--- config.mk ---
export PLATFORM = sky130hd
export DESIGN_NAME = bvh_traverse_ctrl
export DESIGN_NICKNAME = d
export VERILOG_FILES = /design/src/rtl/bvh_traverse_ctrl.sv
export SDC_FILE = /design/constraint.sdc
export NUM_CORES = 2
export LEC_CHECK = 0
export BUFFER_PORTS_ARGS = -buffer_cell sky130_fd_sc_hd__buf_2
export CAP_MARGIN = 15
export CORE_AREA = 2 2 318 320
export CTS_CLUSTER_SIZE = 24
export DETAILED_ROUTE_END_ITERATION = 7
export DIE_AREA = 0 0 320 322
export PLACE_DENSITY = 0.74
export SYNTH_ARGS = -nofsm -noshare
export SYNTH_HDL_FRONTEND = slang
export SYNTH_SLANG_ARGS = --single-unit
--- constraint.sdc ---
create_clock -name clk -period 4.6 [get_ports clk]
set_input_delay 0.92 -clock clk [delete_from_list [all_inputs] [get_ports clk]]
set_output_delay 0.92 -clock clk [all_outputs]
set_load 0.05 [all_outputs]
--- src/rtl/bvh_traverse_ctrl.sv ---
// Stack-based BVH traversal controller feeding the combinational ray/box intersector.
// Walks one ray through node memory depth-first and emits a leaf record per box-hit leaf.
//
// state   | meaning
// --------+------------------------------------------------------------
// S_IDLE  | waiting for a ray, ray_ready high
// S_FETCH | node read strobe issued for node_addr
// S_TEST  | node data valid, intersector result sampled
// S_LEAF  | leaf record held until downstream accepts it
// S_POP   | resume from stack top, or finish when stack empty
// S_DONE  | one-cycle trav_done pulse
module bvh_traverse_ctrl #(
    parameter int NODE_AW     = 10,
    parameter int PRIM_W      = 16,
    parameter int STACK_DEPTH = 16
) (
    input  logic               clk,
    input  logic               rst,
    input  logic               ray_valid,
    output logic               ray_ready,
    input  logic [71:0]        ray_orig_in,
    input  logic [71:0]        ray_inv_dir_in,
    input  logic [47:0]        ray_range_in,
    output logic               node_rd_en,
    output logic [NODE_AW-1:0] node_addr,
    input  logic [164:0]       node_data,
    output logic [71:0]        isect_orig,
    output logic [71:0]        isect_inv_dir,
    output logic [143:0]       isect_box,
    output logic [47:0]        isect_prev_range,
    input  logic               isect_hit,
    input  logic [47:0]        isect_range,
    output logic               leaf_valid,
    input  logic               leaf_ready,
    output logic [PRIM_W-1:0]  leaf_prim,
    output logic [47:0]        leaf_range,
    output logic               trav_done,
    output logic               stack_ovf
);
    localparam int SP_W  = $clog2(STACK_DEPTH + 1);
    localparam int IDX_W = $clog2(STACK_DEPTH);

    typedef enum logic [2:0] {
        S_IDLE, S_FETCH, S_TEST, S_LEAF, S_POP, S_DONE
    } state_t;

    state_t             state;
    logic [SP_W-1:0]    sp;
    logic [SP_W-1:0]    sp_m1;
    logic [IDX_W-1:0]   push_idx;
    logic [IDX_W-1:0]   pop_idx;
    logic [NODE_AW-1:0] stk_addr  [STACK_DEPTH];
    logic [47:0]        stk_range [STACK_DEPTH];
    logic [71:0]        orig_q;
    logic [71:0]        inv_q;
    logic [143:0]       box_q;
    logic [47:0]        cur_range;
    logic               is_leaf;
    logic               stack_full;
    logic               push_en;
    logic [NODE_AW-1:0] child0;
    logic [NODE_AW-1:0] child1;

    always_comb begin
        is_leaf    = node_data[144];
        child0     = NODE_AW'(node_data[154:145]);
        child1     = NODE_AW'(node_data[164:155]);
        stack_full = (sp == SP_W'(STACK_DEPTH));
        sp_m1      = sp - SP_W'(1);
        push_idx   = sp[IDX_W-1:0];
        pop_idx    = sp_m1[IDX_W-1:0];
        push_en    = (state == S_TEST) && isect_hit && !is_leaf && !stack_full;
    end

    // The box comes straight from node memory in TEST; elsewhere hold the last one to avoid toggling.
    assign isect_box        = (state == S_TEST) ? node_data[143:0] : box_q;
    assign isect_orig       = orig_q;
    assign isect_inv_dir    = inv_q;
    assign isect_prev_range = cur_range;

    always_ff @(posedge clk) begin
        if (push_en) begin
            stk_addr[push_idx]  <= child1;
            stk_range[push_idx] <= isect_range;
        end
    end

    always_ff @(posedge clk) begin
        if (rst) begin
            state      <= S_IDLE;
            sp         <= '0;
            ray_ready  <= 1'b1;
            node_rd_en <= 1'b0;
            node_addr  <= '0;
            orig_q     <= '0;
            inv_q      <= '0;
            box_q      <= '0;
            cur_range  <= '0;
            leaf_valid <= 1'b0;
            leaf_prim  <= '0;
            leaf_range <= '0;
            trav_done  <= 1'b0;
            stack_ovf  <= 1'b0;
        end else begin
            trav_done <= 1'b0;
            case (state)
                S_IDLE: begin
                    if (ray_valid && ray_ready) begin
                        orig_q     <= ray_orig_in;
                        inv_q      <= ray_inv_dir_in;
                        cur_range  <= ray_range_in;
                        node_addr  <= '0;
                        sp         <= '0;
                        stack_ovf  <= 1'b0;
                        ray_ready  <= 1'b0;
                        node_rd_en <= 1'b1;
                        state      <= S_FETCH;
                    end
                end
                S_FETCH: begin
                    node_rd_en <= 1'b0;
                    state      <= S_TEST;
                end
                S_TEST: begin
                    box_q <= node_data[143:0];
                    if (!isect_hit) begin
                        state <= S_POP;
                    end else if (is_leaf) begin
                        leaf_valid <= 1'b1;
                        leaf_prim  <= PRIM_W'(node_data[154:145]);
                        leaf_range <= isect_range;
                        state      <= S_LEAF;
                    end else begin
                        // A full stack drops the far child; the near child is still walked.
                        if (stack_full) begin
                            stack_ovf <= 1'b1;
                        end else begin
                            sp <= sp + SP_W'(1);
                        end
                        node_addr  <= child0;
                        cur_range  <= isect_range;
                        node_rd_en <= 1'b1;
                        state      <= S_FETCH;
                    end
                end
                S_LEAF: begin
                    if (leaf_ready) begin
                        leaf_valid <= 1'b0;
                        state      <= S_POP;
                    end
                end
                S_POP: begin
                    if (sp == '0) begin
                        trav_done <= 1'b1;
                        state     <= S_DONE;
                    end else begin
                        sp         <= sp_m1;
                        node_addr  <= stk_addr[pop_idx];
                        cur_range  <= stk_range[pop_idx];
                        node_rd_en <= 1'b1;
                        state      <= S_FETCH;
                    end
                end
                S_DONE: begin
                    ray_ready <= 1'b1;
                    state     <= S_IDLE;
                end
                default: begin
                    state <= S_IDLE;
                end
            endcase
        end
    end
endmodule

# Word level (Yosys, flattened, before mapping)
# Memories as Yosys holds them, arrays and structs flattened.
# Index checks and enable logic that the tools add are counted.
# word_totals
regBits	417
ram_bits	928
in_bits	410
output_inout_bits	415
elab_cells	97
memories	2
# mem_list
name	depth	width	read_ports	rd_ports_with_merged_regs	wr	line_no	source
stk_range	16	48	1	0	1	53	logic [47:0] stk_range [STACK_DEPTH];
stk_addr	16	10	1	0	1	52	logic [NODE_AW-1:0] stk_addr [STACK_DEPTH];
# classes
n_addsub	2
eq_ne	14
n_mux	41
n_bitwise	1
reduce_logical	23
# ops
op	n
48-bit two-way mux	4
144-bit two-way mux	1
48-bit one-hot mux with 3 select lines	1
10-bit two-way mux	4
10-bit one-hot mux with 3 select lines	1
5-bit two-way mux	5
2-bit inequality test (second input constant)	8
3-bit one-hot mux with 5 select lines	1
5-bit one-hot mux with 3 select lines	1
5-bit AND reduction	3
1-bit two-way mux	14
3-bit two-way mux	4
3-bit by 2-bit == test with 1-bit output (second input constant)	2
3-bit == test (second input constant)	2
1-bit one-hot mux with 2 select lines	3
2-bit AND reduction	3
6-bit AND reduction	1
2-bit nonzero test	3
5-bit by 1-bit adder with 5-bit output (second input constant)	1
5-bit == test (second input constant)	1
5-bit logical NOT	1
5-bit by 1-bit subtractor with 5-bit output (second input constant)	1
1-bit logical AND	4
1-bit one-hot mux with 4 select lines	1
other kinds (10)	11

# Depth between registers and ports, before layout
# depth
depth_word	6
depth_mapped	14
depth_no_buf	7

# Worst setup path before layout
# Ideal clock, no wire load.
# synth_path
path_kind	flip-flop to flip-flop
start	reg sp[0]
end	mem stk_addr[0][0], enable pin
setup_time_ns	0.422
t_arrival_ns	3.090
t_required_ns	4.178
path_slack_ns	1.088
stages_incl_launch_ff	10
n_path_buf	4
synth_period_minus_slack_ns	3.512
cell_sequence	dfxtp_1 -> buf_2 -> clkbuf_1 -> buf_2 -> inv_1 -> ha_1 -> buf_4 -> nand3_1 -> and3b_1 -> and2_1
# synth_between
elab_chain_len	5
# synth_rtl
item	line_no	source
from (decl)	48	logic [SP_W-1:0] sp;
from (signal assigned)	138	sp <= sp + SP_W'(1);
from (signal assigned)	157	sp <= sp_m1;
5-bit == test	68	stack_full = (sp == SP_W'(STACK_DEPTH));
1-bit logical NOT	72	push_en = (state == S_TEST) && isect_hit && !is_leaf && !stack_full;
1-bit logical AND	72	
1-bit two-way mux	82	if (push_en) begin
1-bit two-way mux (implied by the code)	83	stk_addr[push_idx] <= child1;
to (decl)	52	
# Parallel ways exist; a longest one is shown, timed or not.

# Final worst setup path
# layout_path
start	reg state[1]
end	out isect_box[62]
# layout_between
elab_chain_len	2
# layout_rtl
item	line_no	source
from (decl)	47	state_t state;
from (signal assigned)	90	state <= S_IDLE;
from (signal assigned)	117	state <= S_FETCH;
from (signal assigned)	122	state <= S_TEST;
3-bit by 2-bit == test with 1-bit output	76	assign isect_box = (state == S_TEST) ? node_data[143:0] : box_q;
144-bit two-way mux	n/a	
to (decl)	29	output logic [143:0] isect_box,
# Every way passes these cells.

==> results.md <==
* Status: finished clean
* Via count of the routed design at 36600
* Cell internal pwr at between 20 and 25 mW
* Number of antenna violations at the first check in global routing at 72
* Die span in x at between 300 and 400 µm
* Area growth from synthesis to layout at 20.1%
* Clock network power share at 0.380
* Combined area of all synthesized cells at about 0.05 mm²
* Sequential-to-total area share from yosys stat at 0.705
* Cell count after synthesis at 3812
* RSZ-0062 raised after global routing: false
* Final setup violation count at 0
* Portion of total power attributed to sequential cells at 0.457
* Area contributors post-synth: sky130_fd_sc_hd__edfxtp_1 (54%), sky130_fd_sc_hd__dfxtp_1 (16%), sky130_fd_sc_hd__mux4_2 (10%), sky130_fd_sc_hd__nand2_1 (7.9%), sky130_fd_sc_hd__a21oi_1 (4.6%)
* CP Max Fanout at a little under 80
* Kind of launch point of the worst setup path: flop
* Count of max-cap constraint violations at 0
* Finished Layout Cells at 6045
* Root Driver: sky130_fd_sc_hd__clkbuf_16
* Share of total power in combinational logic at 0.163
* Final period util at 0.875
* Count of buffers added by post-CTS timing repair for setup at 0
* Clock-pin transition on the worst setup and hold timing paths at about 0.07 ns
* Transition at the pin with the smallest max-transition slack at between 1 and 1.5 ns
* Nature of the critical path endpoint: primary output
* DRC violation count after routing at 0
* Post-synthesis mux area share at 0.102
* Routed WL at ~170 mm
* CTS Sinks at ~1300
* Post-synthesis compound-gate area fraction at 0.0654
* Most common flop cell mapped by yosys: sky130_fd_sc_hd__edfxtp_1
* Largest family of logic cells by synthesized area: simple AND/OR/NAND/NOR gates
* Worst VDD drop at 0.000375 V
* Fraction of power spent switching nets at 0.286
* H-tree depth at 4
* Class of the most critical setup path: flop to primary output
* Inserted Clock Buffers at around 140
* Count of routing violations after the opening detailed-route iteration at 4889
* Total global-route track usage at 0.330
* Simple-gate share of the synthesized area at 0.104
* Area after detailed placement at 0.0570 mm²
* Initial Util at 0.516
* Clock tree buffer depth at 3
* Final Hold Viols at 0
* P_leak at ~23 nW
* Fmax at 249 MHz
* Total Power at approximately 29 mW
* Number of pins exceeding their max-slew limit in the final report at 0
* Count of fill cells added during filler insertion at ~7400
* Std-Cell Core Area at approximately 0.10 mm²
* Synth top area share at 0.543
* Yosys warns at 0
* Drt pass-1 iters at 8
* Mean instance size in the synthesized netlist at 13.5 µm²
* Ports at 825
* Vias per std cell at slightly above 6
* Number of rows in the core area at around 120
* Finished Cell Area at slightly above 0.06 mm²
* Worst slew margin at 0.301
* Synthesized-area fraction occupied by adder cells at 0.000975
* Vias in the first global route at 34400
* Port Buffers at 818
* Remaining Overflow, GRT at 0
* Placer congestion estimate at slightly below 1
* Clock skew after layout at roughly 0.028 ns
* Net switching power at between 8 and 9 mW
* Post-Synth XOR/XNOR Area at 0.000512
* Insertion delay to the later sink of the worst-skew pair at between 0.7 and 0.8 ns
* Power per cell area at 477 mW/mm²
* Global-route wire length before repair at ~240 mm
* Worst EP required at around 3.7 ns
* Post-DR wirelength/cell at ~29 µm
* Arrival time at the worst endpoint at approximately 3.1 ns
* Time the final worst path needs with I/O delays and setup at around 4.0 ns
* DP Wirelength at roughly 110 mm
* Number of enable flip-flop cells after synthesis at between 900 and 1000
* Net count of the finished layout at about 5000
* HP Class: primary input to flop
* ANT nets after route at 0
* Cts-stage hold buffer count at 0
* Synthesis-stage register bit count at about 1300
* Clock tree from TritonCTS: yes
* Fin Setup TNS at 0 ns
* Cell type with the highest aggregate area in the netlist: sky130_fd_sc_hd__edfxtp_1
* Fraction of registers with async set/reset at 0
* Die Area at 0.103 mm²
* Count of cells resized by post-cts repair at 0
* Fraction of final layout cells sized beyond drive strength 1 at 0.290
* Post-synthesis cell type count at 50
* DIE HEIGHT at between 300 and 400 µm
* Instance count after placement with tap cells included at roughly 5700
* Maximum number of pins on one net before global-route repair at about 150
[critical path, stage by stage, from the launching register on]
cell and delay [ns]:
sky130_fd_sc_hd__dfxtp_1 0.62, sky130_fd_sc_hd__nor3b_4 0.40, sky130_fd_sc_hd__buf_4 0.66, sky130_fd_sc_hd__nand2_1 0.18, sky130_fd_sc_hd__nand2_1 0.12, sky130_fd_sc_hd__buf_2 0.27
[cell usage after synthesis, types with 4 or more instances]
master and count:
sky130_fd_sc_hd__buf_6 4, sky130_fd_sc_hd__nor3_1 64, sky130_fd_sc_hd__a22oi_1 48, sky130_fd_sc_hd__clkbuf_1 201, sky130_fd_sc_hd__ha_1 4, sky130_fd_sc_hd__buf_4 7, sky130_fd_sc_hd__nand2_1 1086, sky130_fd_sc_hd__mux4_2 232
sky130_fd_sc_hd__o21ai_0 77, sky130_fd_sc_hd__buf_2 46, sky130_fd_sc_hd__a31oi_1 5, sky130_fd_sc_hd__and2_1 16, sky130_fd_sc_hd__nor2_1 67, sky130_fd_sc_hd__inv_1 5, sky130_fd_sc_hd__edfxtp_1 928, sky130_fd_sc_hd__dfxtp_1 417
sky130_fd_sc_hd__a21oi_1 473, sky130_fd_sc_hd__buf_1 6, sky130_fd_sc_hd__nor4_1 50, sky130_fd_sc_hd__nand3_1 25, sky130_fd_sc_hd__a2111oi_0 9
[power by group through the flow]
stage                     clock, mW  sequential [mW]  combinational, mW
final                          11.2             13.5               4.79
after global routing           11.8             13.5               5.04
after CTS                      11.3             13.4               4.75
after detailed placement          0             13.7               4.71
after global placement            0             13.7               4.65
after floorplan                   0             14.4               2.30
[routing by layer]
layer / vias up / GRT usage / part of all wire
li1: 15600 / - / -
met1: 18000 / 0.423 / 0.36
met2: 2512 / 0.498 / 0.46
met3: 482 / 0.122 / 0.13
met4: 28 / 0.160 / 0.048
met5: - / 0 / 0.0011
[per-stage QoR]
stage	utilization	hold WS, ns	setup slack (ns)
after floorplan	-	0.444	1.09
after global placement	0.573	0.438	1.33
after detailed placement	0.573	0.443	1.14
after CTS	0.618	0.368	0.591
after global routing	0.619	0.394	0.392
final	0.619	0.407	0.577
[layout by cell type (no fill, tap or decap), drive strengths merged, types with 53 or more instances in the layout]
cell / instances
diode: 53
buf: 886
o21ai: 77
nor2: 67
nor3: 64
edfxtp: 928
clkbuf: 186
nand2: 1086
dfxtp: 417
mux4: 232
a21oi: 473
[registers in the layout, summed over array words and instances (netlist names)]
name and count:
box_q 144, isect_inv_dir 72, isect_orig 72, isect_prev_range 48, leaf_prim 10, leaf_range 48
leaf_valid 1, node_addr 10, node_rd_en 1, ray_ready 1, sp 5, stack_ovf 1
state 3, stk_addr 160, stk_range 768, trav_done 1
[cells by family (layout without fill, tap and decap cells)]
group                      count (synthesis)  after routing
buffers and inverters                    270           1147
other                                      1             59
xor gates and xnor gates                   3              3
and+or+nand+nor                         1328           1328
adders and majority gates                  4              4
muxes                                    232            232
AOI/OAI and AO/OA                        629            629
DFF                                     1345           1345
[final timing paths]
path | from | end | slack (ns) | depth (start not counted)
max reg2reg | state[0] | stk_range[9][13] | 1.28 | 6
max | state[1] | isect_box[62] | 0.58 | 5
min reg2reg | leaf_range[23] | leaf_range[23] | 0.45 | 2
min | ray_inv_dir_in[48] | isect_inv_dir[48] | 0.41 | 3
[cell type report]
class,instances,area [µm²],share of cell area
Sequential cell,1345,36200,0.587
Multi-Input combinational cell,2202,14200,0.230
Timing Repair Buffer,886,4960,0.0805
Clock buffer,186,3840,0.0623
Tap cell,1298,1620,0.0263
Clock inverter,69,683,0.0111
Antenna cell,53,133,0.00215
Inverter,6,22.5,0.000365
Power figures use the tool's default switching activity.
